**src/rtl/rail_fence_ctrl.sv**
```systemverilog
// -----------------------------------------------------------------------------
// rail_fence_ctrl
//   Streaming rail-fence (zigzag) decryptor. Ciphertext bytes are buffered
//   while the per-rail lengths are counted. After the end-of-message byte, the
//   plaintext is read back in zigzag order.
//
//   Parameters
//     MAX_LEN   maximum stored message length in bytes (terminator excluded)
//     TERM      end-of-message byte value
//
//   Ports
//     clk       single clock, rising edge
//     reset     asynchronous, active-low reset
//     in_valid  ciphertext byte present on data
//     in_ready  block accepts a byte (high only while loading)
//     data      ciphertext byte
//     key       rail count: 2'b10 = 2 rails, 2'b11 = 3 rails, else 1 rail
//     out_valid plaintext byte present on data_c
//     out_ready sink accepts data_c
//     data_c    decrypted plaintext byte
//     busy      high while computing rail starts or emitting
//     err       one-cycle pulse when a byte is dropped on overflow
// -----------------------------------------------------------------------------
module rail_fence_ctrl #(
  parameter int          MAX_LEN = 32,
  parameter logic [7:0]  TERM    = 8'hFA
) (
  input  logic       clk,
  input  logic       reset,
  input  logic       in_valid,
  output logic       in_ready,
  input  logic [7:0] data,
  input  logic [1:0] key,
  output logic       out_valid,
  input  logic       out_ready,
  output logic [7:0] data_c,
  output logic       busy,
  output logic       err
);

  localparam int            CW    = $clog2(MAX_LEN + 1);
  localparam int            DEPTH = 1 << CW;
  localparam logic [CW-1:0] MAX_L = CW'(MAX_LEN);
  localparam logic [CW-1:0] ONE_C = CW'(1'b1);

  typedef enum logic [1:0] {
    LOAD  = 2'd0,
    SETUP = 2'd1,
    EMIT  = 2'd2
  } state_t;

  // Number of rails selected by the key (1, 2 or 3).
  function automatic logic [1:0] key_rails(input logic [1:0] k);
    logic [1:0] r;
    case (k)
      2'b10:   r = 2'd2;
      2'b11:   r = 2'd3;
      default: r = 2'd1;
    endcase
    return r;
  endfunction

  // Zigzag rail for a position whose index modulo 4 is ph. For 3 rails the
  // period is 4 (0,1,2,1); for 2 rails it is 2, i.e. the low bit of ph.
  function automatic logic [1:0] rail_of(input logic [1:0] ph, input logic [1:0] nrails);
    logic [1:0] r;
    case (nrails)
      2'd3:    r = (ph == 2'd3) ? 2'd1 : ph;
      2'd2:    r = {1'b0, ph[0]};
      default: r = 2'd0;
    endcase
    return r;
  endfunction

  state_t        state_r, state_s;
  logic [7:0]    mem_r [0:DEPTH-1];
  logic [CW-1:0] len_r, len0_r, len1_r, len2_r;
  logic [CW-1:0] start1_r, start2_r;
  logic [CW-1:0] ptr0_r, ptr1_r, ptr2_r;
  logic [CW-1:0] cnt_r;
  logic [1:0]    phase_r;
  logic [1:0]    rails_r;
  logic          in_ready_r, busy_r, err_r, out_valid_r;
  logic [7:0]    data_c_r;

  logic          accept_s, is_term_s, ovf_s, wr_s, load_done_s;
  logic          fetch_s, xfer_s, last_s;
  logic [1:0]    rail_s;
  logic [CW-1:0] addr_s;

  assign accept_s    = in_valid && in_ready_r && (state_r == LOAD);
  assign is_term_s   = (data == TERM);
  assign ovf_s       = accept_s && !is_term_s && (len_r == MAX_L);
  assign wr_s        = accept_s && !is_term_s && (len_r != MAX_L);
  assign load_done_s = (accept_s && is_term_s && (len_r != '0)) || ovf_s;
  // Output register is refilled whenever it is empty or being drained.
  assign fetch_s     = (state_r == EMIT) && (cnt_r != len_r) && (!out_valid_r || out_ready);
  assign xfer_s      = out_valid_r && out_ready;
  assign last_s      = (state_r == EMIT) && xfer_s && (cnt_r == len_r);

  // Current rail (shared by load counting and emit addressing) and read address.
  always_comb begin
    rail_s = rail_of(phase_r, rails_r);
    addr_s = ptr0_r;
    case (rail_s)
      2'd0:    addr_s = ptr0_r;
      2'd1:    addr_s = start1_r + ptr1_r;
      2'd2:    addr_s = start2_r + ptr2_r;
      default: addr_s = ptr0_r;
    endcase
  end

  // State register.
  always_ff @(posedge clk or negedge reset) begin
    if (!reset) begin
      state_r <= LOAD;
    end else begin
      state_r <= state_s;
    end
  end

  // Next-state logic.
  always_comb begin
    state_s = state_r;
    case (state_r)
      LOAD: begin
        if (load_done_s) state_s = SETUP;
        else             state_s = LOAD;
      end
      SETUP: state_s = EMIT;
      EMIT: begin
        if (last_s) state_s = LOAD;
        else        state_s = EMIT;
      end
      default: state_s = LOAD;
    endcase
  end

  // Ciphertext store; contents are only read after being written.
  always_ff @(posedge clk) begin
    if (wr_s) mem_r[len_r] <= data;
  end

  // Datapath: length/rail counting, rail starts, zigzag read-out, outputs.
  always_ff @(posedge clk or negedge reset) begin
    if (!reset) begin
      len_r       <= '0;
      len0_r      <= '0;
      len1_r      <= '0;
      len2_r      <= '0;
      start1_r    <= '0;
      start2_r    <= '0;
      ptr0_r      <= '0;
      ptr1_r      <= '0;
      ptr2_r      <= '0;
      cnt_r       <= '0;
      phase_r     <= 2'd0;
      rails_r     <= 2'd1;
      in_ready_r  <= 1'b1;
      busy_r      <= 1'b0;
      err_r       <= 1'b0;
      out_valid_r <= 1'b0;
      data_c_r    <= 8'h00;
    end else begin
      err_r      <= ovf_s;
      in_ready_r <= (state_s == LOAD);
      busy_r     <= (state_s != LOAD);
      case (state_r)
        LOAD: begin
          // Key is sampled on the first byte of a message; the first byte is
          // always on rail 0, so counting with the old rails_r is harmless.
          if (accept_s && (len_r == '0)) rails_r <= key_rails(key);
          if (wr_s) begin
            len_r   <= len_r + ONE_C;
            phase_r <= phase_r + 2'd1;
            case (rail_s)
              2'd0:    len0_r <= len0_r + ONE_C;
              2'd1:    len1_r <= len1_r + ONE_C;
              2'd2:    len2_r <= len2_r + ONE_C;
              default: len0_r <= len0_r + ONE_C;
            endcase
          end
        end
        SETUP: begin
          start1_r <= len0_r;
          start2_r <= len0_r + len1_r;
          phase_r  <= 2'd0;
          cnt_r    <= '0;
          ptr0_r   <= '0;
          ptr1_r   <= '0;
          ptr2_r   <= '0;
        end
        EMIT: begin
          if (fetch_s) begin
            data_c_r    <= mem_r[addr_s];
            out_valid_r <= 1'b1;
            cnt_r       <= cnt_r + ONE_C;
            phase_r     <= phase_r + 2'd1;
            case (rail_s)
              2'd0:    ptr0_r <= ptr0_r + ONE_C;
              2'd1:    ptr1_r <= ptr1_r + ONE_C;
              2'd2:    ptr2_r <= ptr2_r + ONE_C;
              default: ptr0_r <= ptr0_r + ONE_C;
            endcase
          end else if (xfer_s) begin
            out_valid_r <= 1'b0;
          end
          if (last_s) begin
            len_r   <= '0;
            len0_r  <= '0;
            len1_r  <= '0;
            len2_r  <= '0;
            ptr0_r  <= '0;
            ptr1_r  <= '0;
            ptr2_r  <= '0;
            cnt_r   <= '0;
            phase_r <= 2'd0;
          end
        end
        default: begin
          out_valid_r <= 1'b0;
        end
      endcase
    end
  end

  assign in_ready  = in_ready_r;
  assign busy      = busy_r;
  assign err       = err_r;
  assign out_valid = out_valid_r;
  assign data_c    = data_c_r;

endmodule

```
**config.mk**
```make
export PLATFORM = sky130hd
export DESIGN_NAME = rail_fence_ctrl
export DESIGN_NICKNAME = d
export VERILOG_FILES = /design/src/rtl/rail_fence_ctrl.sv
export SDC_FILE = /design/constraint.sdc
export NUM_CORES = 1
export LEC_CHECK = 0
export CAP_MARGIN = 40
export CORE_ASPECT_RATIO = 0.75
export CORE_MARGIN = 10
export CORE_UTILIZATION = 35
export CTS_BUF_LIST = sky130_fd_sc_hd__clkbuf_4
export CTS_CLUSTER_SIZE = 25
export DETAILED_ROUTE_END_ITERATION = 7
export DONT_BUFFER_PORTS = 1
export SETUP_SLACK_MARGIN = 0.05
export SYNTH_ARGS = -nofsm -noshare
export SYNTH_HDL_FRONTEND = slang
export SYNTH_SLANG_ARGS = --single-unit
```
**constraint.sdc**
```tcl
create_clock -name clk -period 8.2 [get_ports clk]
set_input_delay 1.64 -clock clk [delete_from_list [all_inputs] [get_ports clk]]
set_output_delay 1.64 -clock clk [all_outputs]
set_load 0.02 [all_outputs]
```
-- Word level (Yosys, flattened, before mapping)
Memory sizes are Yosys's and may differ from the RTL's. A register that Yosys moved wholly into a read port is not among the register bits.
Index checks and enable logic that the tools add are counted.
W data, S select, Z words.
- flip-flop bits (word level): 64
- latch bits: 0
- RAM bits: 512
- bits in read-only memories: 0
- input port bits: 14
- output and inout bits: 12
- logic and storage cells: 131
- memories kept: 1
- memories (memory ; depth ; width ; rd ports ; clocked after Yosys merged registers in ; wr ports ; RTL line ; source):
    mem_r ; 64 ; 8 ; 1 ; 1 ; 1 ; 76 ; logic [7:0] mem_r [0:DEPTH-1];
- add/subtract/negate cells: 11
- multiply operators: 0
- div/mod/pow operators: 0
- order comparisons: 0
- equality and inequality tests: 23
- shift-type cells: 0
- mux-type cells: 40
- bitwise logic cells: 1
- reductions and logical operators: 39
- operators by type and width (kind ; count):
    $mux W6 ; 17
    $pmux W6 S2 ; 8
    $add A6 B1 Y6 const B ; 7
    $add A6 B6 Y6 ; 3
    $reduce_and A3 Y1 ; 5
    $eq A2 B2 Y1 const B ; 7
    $logic_and A1 B1 Y1 ; 13
    $pmux W2 S3 ; 2
    $mux W2 ; 5
    $ne A3 B3 Y1 const B ; 3
    $eq A8 B8 Y1 const B ; 1
    $pmux W2 S2 ; 2
    $reduce_and A2 Y1 ; 4
    $reduce_and A4 Y1 ; 2
    $eq A6 B6 Y1 ; 1
    $eq A6 B6 Y1 const B ; 1
    $logic_not A6 Y1 ; 1
    $ne A2 B2 Y1 const B ; 3
    $ne A3 B2 Y1 const B ; 2
    $ne A6 B6 Y1 ; 1
    $ne A6 B6 Y1 const B ; 1
    $reduce_bool A2 Y1 ; 3
    $reduce_bool A6 Y1 ; 1
    $mux W1 ; 5
    other kinds (10) ; 16

-- Depth between registers and ports, before layout
Gate-level depths: netlist (run 1).
- depth in word-level cells: 9
- mapped depth: 18
- mapped depth without buffers: 14

-- Worst setup path before layout (run 1)
OpenSTA, ideal clock, no wires.
- path kind: in2reg
- from: input data[2]
- to: memory mem_r[36][0] (enable)
- setup time: 370 ps
- arrival time: 2967 ps
- required time: 7830 ps
- setup slack: 4863 ps
- cell stages on the path: 5
- path buffers: 0
- path through: nand4bb_1 > nor2_1 > nor3b_1 > nand3_1 > nor2_1
- word-level cells in the longest chain between the ends: 6
- RTL lines (element ; RTL line ; source):
    start, declared ; 32 ; input logic [7:0] data,
    $eq A8 B8 Y1 ; 92 ; assign is_term_s = (data == TERM);
    $logic_not A1 Y1 ; 94 ; assign wr_s = accept_s && !is_term_s && (len_r != MAX_L);
    $logic_and A1 B1 Y1 (2 in series) ; 94 ;
    $mux W1 ; 141 ; if (wr_s) mem_r[len_r] <= data;
    $mux W1 (implied by the code) ; 141 ;
    end, declared ; 76 ;
Every way passes these cells.

-- Final worst setup path (run 1)
- from: register phase_r[0]
- to: register data_c_r[6] (netlist: data_c[6]) (read register of mem_r)
- word-level cells in the longest chain between the ends: 5
- elaborated cells on any way between the ends: 6
- classes of those cells: 3 x eq/ne; 3 x mux
- RTL lines (element ; RTL line ; source):
    start, declared ; 81 ; logic [1:0] phase_r;
    start signal, assigned ; 175 ; phase_r <= phase_r + 2'd1;
    start signal, assigned ; 198 ; phase_r <= phase_r + 2'd1;
    $eq A2 B2 Y1 ; 68 ; 2'd3: r = (ph == 2'd3) ? 2'd1 : ph;
    $mux W2 ; 68 ;
    $pmux W2 S2 (*) ; 67 ; case (nrails)
    $eq A2 B2 Y1 / $eq A2 B1 Y1 (equally long branches) ; 105 ; case (rail_s)
    $pmux W6 S2 (*) ; 105 ;
    end, declared ; 84 ; logic [7:0] data_c_r;
Mark *: on every way between the ends. The rest lies on a longest branch, timed or not.
A chain may end at the register's enable or synchronous reset.

==> impl_summary.md, run 1 <==
Outcome
The flow ran to the end, and the final reports show no timing, DRC or antenna violations.

Pwr
In this run the static leakage power is approximately 9.6 nW. The power density over the cells is approximately 340 mW/mm². Cell internal power was estimated by the tool at between 5 and 6 mW. In this run, the combinational gates consume around 34% of the power.

The net switching component of the power is roughly 3.5 mW. Summing internal, switching and leakage power gives 9.32 mW. The switching part of the total power is a little under two fifths. Across the VDD grid, the largest voltage drop is around 0.00033 V. The share of total power dissipated in sequential elements is around two fifths. The power share of the clock group is between 20% and 30%.

Timing
The number of setup violations in the final report is 0. The worst path meets setup with 3030 ps of slack. The final count of pins violating max slew came to 0. The total count of hold-check failures in the final report came to 0. Setup repair after global routing left no endpoint under its margin. The final-layout setup total negative slack is 0 ps. The maximum clock frequency is between 150 and 200 MHz.

The worst path uses 63.1% of the clock period. The minimum clock period is around 5200 ps. At the pin with the least slew margin, the transition time is 940 ps. Measured against its own limit, the worst slew margin works out to 37.1%. Final hold analysis gives a worst-case slack of 434 ps. Across the routed clock network, the largest skew measured is 59.4 ps.

Synthesis
The cell area after synthesis is approximately 0.025 mm². The synthesized-area fraction occupied by ao, oa, aoi and oai cells is around 7.3%. In this run, synthesis produced a sequential element count of between 500 and 600. The portion of synthesized area spent on multiplexers is approximately 7.4%.

The count of flip-flops with a built-in enable after synthesis is 512. The biggest area consumer among synthesized cells is sky130_fd_sc_hd__edfxtp_1. Counting distinct cell types in the post-synthesis netlist gives 68.

The number of nets in the synthesized netlist is 1756. Among all flip-flop cells after synthesis, the most frequent one is sky130_fd_sc_hd__edfxtp_1. The dominant combinational cell family by area after synthesis is simple AND/OR/NAND/NOR gates.

The simple-gate area share of the yosys netlist is around a tenth. The area share of fa/ha/maj cells after synthesis is between 1.5 and 2%. Counting every instance in the synthesized netlist gives roughly 1700. The top cell type by area accounts for 62.7% of the synthesized area. The share of the Yosys chip area taken by registers is about 70%. For this run, the number of Yosys warnings is 0. Of the total synthesized cell area, the portion taken by XOR and XNOR cells is 1.14%. By area the synthesized netlist is led by sky130_fd_sc_hd__edfxtp_1 63%, sky130_fd_sc_hd__dfrtp_1 7.1%, sky130_fd_sc_hd__mux4_2 4.4%. Sorting the synthesized cells by how often they occur yields 512 x sky130_fd_sc_hd__edfxtp_1, 220 x sky130_fd_sc_hd__nand2_1, 132 x sky130_fd_sc_hd__a21oi_1. In this run the mean area of a mapped cell was between 10 and 15 µm².

Among all cell types in the netlist, the one instantiated most often is sky130_fd_sc_hd__edfxtp_1. The async set-or-reset flop fraction in the synthesized netlist is around an eighth.

Route
The post-route antenna net violation count is 0. In the routed layout, each cell is associated on average with a via count of 5.32. The detailed router finished its first iteration with 1551 violations.

Detailed routing inserted a total of 15100 vias. For this run, design rule violations remaining after detail routing come to 0. After detailed routing, the average wire length per cell comes to 22.0 µm. Wires add up to between 60 and 70 mm. The first detailed-routing pass ran for 5 iterations.

Placed design
The congestion estimate from routability-driven global placement came to between 0.8 and 0.9. The placed wire-length estimate after detailed placement is about 37 mm. The post-detailed-placement cell area is 0.0255 mm².

The count of buffers inserted at the top-level ports is 0. At the placement stage, the worst setup path has a slack of around 3200 ps.

Worst setup path
The arrival time of data at the critical path endpoint is between 5000 and 6000 ps. In this run the worst path has a maximum fanout of slightly above 60. The worst setup path startpoint is phase_r[0]. The startpoint identified for the worst register-to-register timing path is phase_r[0]. At the worst endpoint, the required time is between 9000 and 10000 ps. The kind of end point of the critical path is a flop. The critical path class is flop to flop. The kind of start point of the critical path is a flop.

Clock network
The clock latency reported for the late side of the worst-skew pair is approximately 900 ps. The clock tree from TritonCTS is done. After clock tree synthesis, the clock-pin slew on the worst setup and hold paths is 80 ps. Clock tree synthesis selected as its root buffer the cell sky130_fd_sc_hd__clkbuf_4. The clock passes through at most 3 buffers. Once the clock tree was built, the resizer swapped 0 gates to a different size. After clock tree synthesis, the setup repair step added 0 buffers.

In this run the number of H-tree levels came out at 4. Counting the buffers created by CTS gives 149. Clock tree synthesis found a total of 584 sinks. The number of hold buffers added after cts is 0.

Global route
Global routing used approximately 15% of the available tracks. The number of global-route vias before repair is 14800. The maximum number of pins on one net before global-route repair is between 90 and 100. Global routing finished with a remaining overflow of 0. The initial antenna violation count is 1. The global-route wire length before repair is between 90 and 100 mm.

Final layout
In the final layout, the multi-input gates occupy around 0.0068 mm². The finished cells cover 0.0275 mm². The storage element area is roughly 0.017 mm². The number of nets in the layout is around 1800.

The fraction of final layout cells sized beyond drive strength 1 is about 18%. The number of fillers in the final layout is between 6000 and 7000. From synthesis to final layout, the design area changed by 11.9%.

Floorplanning
The count of standard-cell rows is just over 80. The area of the die is ~0.081 mm². During I/O placement, the number of pins put on the boundary was 26. The area of the core is 0.0690 mm². The floorplan die height is 249 µm. The die boundary width is roughly 330 µm. For this configuration, the core starts out at a cell density of a little over a third.

Worst hold path
The class of the tightest hold or removal check is input pin to asynchronous set/reset pin.

Flow run
The reported max-cap violation count is 0.
[layout make-up]
| type | instances | share of cell area, % |
|---|---|---|
| Inverter | 24 | 0.328 |
| Sequential cell | 584 | 62.6 |
| Antenna cell | 5 | 0.0456 |
| Multi-Input combinational cell | 999 | 24.7 |
| Clock inverter | 55 | 1.30 |
| Timing Repair Buffer | 29 | 1.07 |
| Clock buffer | 209 | 5.72 |
| Tap cell | 935 | 4.26 |
[worst paths after layout]
kind                            slack, ps  cells after the start         end
min in group clk                      520                      2  rails_r[0]
worst max register to register       3030                     14   data_c[6]
worst min register to register        520                      2  rails_r[0]
worst max-delay path                 3030                     14   data_c[6]
worst min-delay path                  430                      0   data_c[6]
max in group asynchronous            7540                      0  rails_r[0]
[power groups by stage]
stage | clock (mW) | combinational (mW) | sequential (mW)
floorplan | 0 | 2.27 | 3.56
global placement | 0 | 3.08 | 3.66
detailed placement | 0 | 3.15 | 3.66
CTS | 2.59 | 3.16 | 3.60
global route | 2.76 | 3.46 | 3.62
finish | 2.53 | 3.18 | 3.60
[placed cells by master (no fill, tap or decap), types with 22 or more instances in the layout]
cell	n
sky130_fd_sc_hd__edfxtp_1	512
sky130_fd_sc_hd__nand2_1	219
sky130_fd_sc_hd__clkbuf_4	209
sky130_fd_sc_hd__a21oi_1	132
sky130_fd_sc_hd__nand3_1	121
sky130_fd_sc_hd__nor2_1	106
sky130_fd_sc_hd__dfrtp_1	70
sky130_fd_sc_hd__mux2i_1	56
sky130_fd_sc_hd__mux4_2	48
sky130_fd_sc_hd__a221oi_1	46
sky130_fd_sc_hd__nor3_1	38
sky130_fd_sc_hd__clkinv_1	35
sky130_fd_sc_hd__ha_1	32
sky130_fd_sc_hd__inv_1	23
sky130_fd_sc_hd__buf_4	23
sky130_fd_sc_hd__o21ai_0	22
[metal layers]
layer  vias to the layer above  global-route usage [%]  share of wire [%]
met3                       110                    5.56                 10
met4                         2                    4.46                2.0
met2                       622                    20.7                 42
li1                       6777                       -                  -
met1                      7600                    21.9                 46
met5                         -                    1.57               0.27
[flip-flops by register name (all words and copies together), names as in the netlist, 6 cells and up]
register	cells
cnt_r	6
data_c	8
len0_r	6
len1_r	6
len_r	6
mem_r	512
ptr0_r	6
ptr1_r	6
ptr2_r	6
start1_r	6
start2_r	6
[cell families after synthesis]
family | after synthesis
AOI/OAI and AO/OA | 274
xor gates and xnor gates | 32
adders and majority gates | 35
buffers and inverters | 124
DFF | 584
muxes | 119
and+or+nand+nor | 539
[critical path, cell delays in order, from the launching register on]
cell and delay [ps]:
sky130_fd_sc_hd__dfrtp_1 400, sky130_fd_sc_hd__ha_1 200, sky130_fd_sc_hd__nand2_1 70, sky130_fd_sc_hd__nand2_1 50
sky130_fd_sc_hd__and2_1 160, sky130_fd_sc_hd__ha_1 710, sky130_fd_sc_hd__nand2b_1 310, sky130_fd_sc_hd__o221a_4 760
sky130_fd_sc_hd__buf_4 630, sky130_fd_sc_hd__a21oi_1 80, sky130_fd_sc_hd__a221oi_1 440, sky130_fd_sc_hd__nor3_1 110
sky130_fd_sc_hd__a21oi_1 710, sky130_fd_sc_hd__o22ai_1 220, sky130_fd_sc_hd__nor3_1 190
[per-stage QoR]
| step | cells | utilization (%) |
|---|---|---|
| after detailed placement | 2570 | 37.0 |
| after global placement | 2551 | 36.7 |
| final | 2840 | 39.8 |
| after floorplan | 1707 | - |
| after global routing | 2836 | 39.8 |
| after CTS | 2834 | 39.8 |
Note: power is estimated with default switching activity, not from simulation.
==> run 2: changes to the inputs <==
Clock period 8.2 ns to 4.7 ns, I/O delays scaled along.
==> run 2 against run 1 <==
Effect of this change:
- via count is 0.60% higher
- register-to-register slack lost 2500 ps
- global-route usage barely moved
- highest routed layer is now met4
- clock skew up 30 ps
- die area unchanged
- critical path depth unchanged
- core utilization increased by 0.27 points
- routed wire length shrank 0.28%
- first-iteration DRC count grew 3.6%
==> impl_summary.md, run 2 (synthesis results as in run 1) <==
Outcome
The flow ran to the end, and the final reports show no timing, DRC or antenna violations.

Pwr
In this run the power density over the cells is a little under 600 mW/mm². The post-layout total power is 16.2 mW. Across the VDD grid, the largest voltage drop is about 0.00064 V.

The standby leakage power is between 9 and 10 nW.

Clock network
In this run the number of H-tree levels came out at 4. Clock tree synthesis inserted a total of 145 buffers. For this design, the CTS-stage hold fixing added 10 buffers. For the worst-skew pair, the clock arrives at the later sink with an insertion delay of 980 ps.

The worst-case clock buffer depth is 3. The total of cells resized after clock tree synthesis is 0. TritonCTS built the clock tree. The number of clock sinks is between 500 and 600. The tree is rooted in a sky130_fd_sc_hd__clkbuf_4. The clock slew at the register clock pins of the worst setup and hold paths is ~70 ps. The setup fix buffers added after clock tree synthesis is 0.

Worst hold path
The worst hold endpoint is mem_r[31][2]. In this run the most critical hold path is launched from data[2]. The path class of the tightest hold or removal check is input pin to flop.

Along the worst hold path, the cell count comes to 0.

Route
The post-route antenna net violation count is 0. In the detailed route, the total length drawn on met2 is around 28 mm. The post-detailed-route DRC marker count is 0. In the routed layout, each cell is associated on average with a via count of ~5.3. The routed length on met3 is roughly 4.8 mm.

The total routed wire length on the met1 layer is between 20 and 30 mm. The uppermost layer routed is met4. After detailed routing, the average wire length per cell comes to around 22 µm. The detailed-routing iteration count for the pre-antenna-repair pass is 6. The final wirelength is between 60 and 70 mm. The violation count after the first detailed-route iteration is 1607. Summing over every cut layer, the via total after detailed routing is 15200.

Worst setup path
STA classifies the critical path startpoint as a flop. The critical path goes through ha_1 > nand2_1 > nand2_1 > and2_1 > ha_1 > a221o_1 > and2_4 > buf_12 > mux2i_1 > a221oi_1 > nor3_1 > a21oi_1 > o22ai_1 > nor3_1. The worst-path maximum fanout is between 80 and 90. Among all stages on the critical path, the largest delay is contributed by sky130_fd_sc_hd__ha_1. In this run the critical register-to-register path is launched from phase_r[0]. The critical path class is flop to flop. For the worst setup path, the data arrival time is between 5000 and 6000 ps. The required time at the worst-slack endpoint is 5570 ps.

The setup slack on the worst flop-to-flop path is 530 ps. The length in cells of the worst reg-to-reg path is 14. The endpoint identified for the worst register-to-register timing path is data_c[4]. The kind of end point of the critical path is a flop. The largest single stage delay on the critical path is ~700 ps.

Timing
The worst pin sits at a relative slew slack of 38.6%. The final worst slack is between 500 and 600 ps. The final count of pins violating max slew came to 0. Based on the critical path, the design can be clocked at up to 240 MHz.

The smallest clock period supported by the final layout is computed as roughly 4200 ps. The clock skew after layout is 89.4 ps. For the pin with the worst max-slew slack, the measured transition is approximately 900 ps.

Hold is met by roughly 95 ps. Setup repair after global routing left no endpoint under its margin. The total count of hold-check failures in the final report is 0. The final period utilization is around nine tenths.

Setup violations remaining at the end of the flow were counted as 0. Summed over all failing endpoints, the final setup total negative slack is 0 ps.

Floorplanning
The area of the die is 0.0812 mm². The die is 326 µm wide. In this run the core area contains 83 standard-cell rows.

Once the floorplan was initialized, standard cells occupied ~36% of the core. The area of the core is between 0.06 and 0.07 mm². The die is between 200 and 250 µm tall. In this run the count of I/O pins placed on the die edge is 26.

Final layout
The library cells used most frequently in the layout, excluding fill and tap cells, are 512 x sky130_fd_sc_hd__edfxtp_1, 219 x sky130_fd_sc_hd__nand2_1, 215 x sky130_fd_sc_hd__clkbuf_4. The number of flip-flops in the largest register is just over 500. The final core utilization is between 40 and 50%. The number of nets in the layout is 1853. The register containing the most flip-flops in the final layout is mem_r.

From synthesis to final layout, the design area changed by 12.6%. The most frequent standard cell in the layout excluding fill and tap cells is sky130_fd_sc_hd__edfxtp_1. The fraction of final layout cells sized beyond drive strength 1 is about 18%.

Placed design
Before CTS, the worst setup slack after placement is 531 ps. The placed wire-length estimate after detailed placement is ~37 mm. The global placement routability congestion is approximately 0.84. In this run the tool buffered the top-level ports with 0 buffer cells.

Global route
The initial antenna violation count came to 1. The number of global-route vias before repair was around 15000. Entering global routing, the biggest net connects 84 pins.

The global-route wire length before repair is about 95 mm. The combined global-route utilization of all metal layers is 15.1%. The leftover overflow at the end of global routing is 0.

Flow run
The reported max-cap violation count is 0.
==> run 2: worst max-delay path, delay by kind of cell, from the launching register on <==
family                   cells  cell delay, ps
flip-flops                   1             400
multiplexers                 1             140
buffers and inverters        1             430
AND/OR/NAND/NOR              6             980
AO/OA/AOI/OAI                4            1170
adder cells (fa/ha/maj)      2             920
==> run 2: cell type report <==
| type | count | area [µm²] |
|---|---|---|
| fillers | 6473 | 41300 |
| flip-flops and latches | 584 | 17200 |
| multi-input cells | 999 | 6780 |
| clock buffers | 215 | 1610 |
| well taps | 935 | 1170 |
| repair buffers | 50 | 523 |
| clock inverters | 39 | 270 |
| inverters | 24 | 90.1 |
| diodes | 3 | 7.51 |
==> run 2: where the power goes <==
part	internal, mW	switching (mW)	total (mW)
combinational	1.99	3.58	5.57
sequential	5.90	0.352	6.26
clock	2.31	2.04	4.35
==> run 2: routing by layer <==
| layer | up-vias | global-route usage (%) |
|---|---|---|
| li1 | 6800 | - |
| met4 | 0 | 5.26 |
| met3 | 100 | 3.57 |
| met2 | 649 | 22.4 |
| met1 | 7652 | 21.5 |
| met5 | - | 0 |
==> run 2: metrics by stage <==
step	instance area, µm²	std cells
after floorplan	24500	1707
after global placement	25500	2569
after detailed placement	25600	2582
after CTS	27600	2846
after global routing	27600	2847
final	27600	2849
==> run 2: worst max path at each step <==
stage               startpoint         to  slack (ps)  cells past startpoint
floorplan           phase_r[0]  data_c[0]        1770                     13
detailed placement  phase_r[0]  data_c[4]         530                     14
finish              phase_r[0]  data_c[4]         530                     14
global placement    phase_r[0]  data_c[4]         560                     14
global route        phase_r[1]  data_c[4]         290                     14
CTS                 phase_r[0]  data_c[4]         470                     14
==> run 3: changes to the inputs <==
Settings changed: TNS_END_PERCENT from default to 100.
==> results of run 3 <==
Final layout, timing and power as in run 2 (identical DEF).
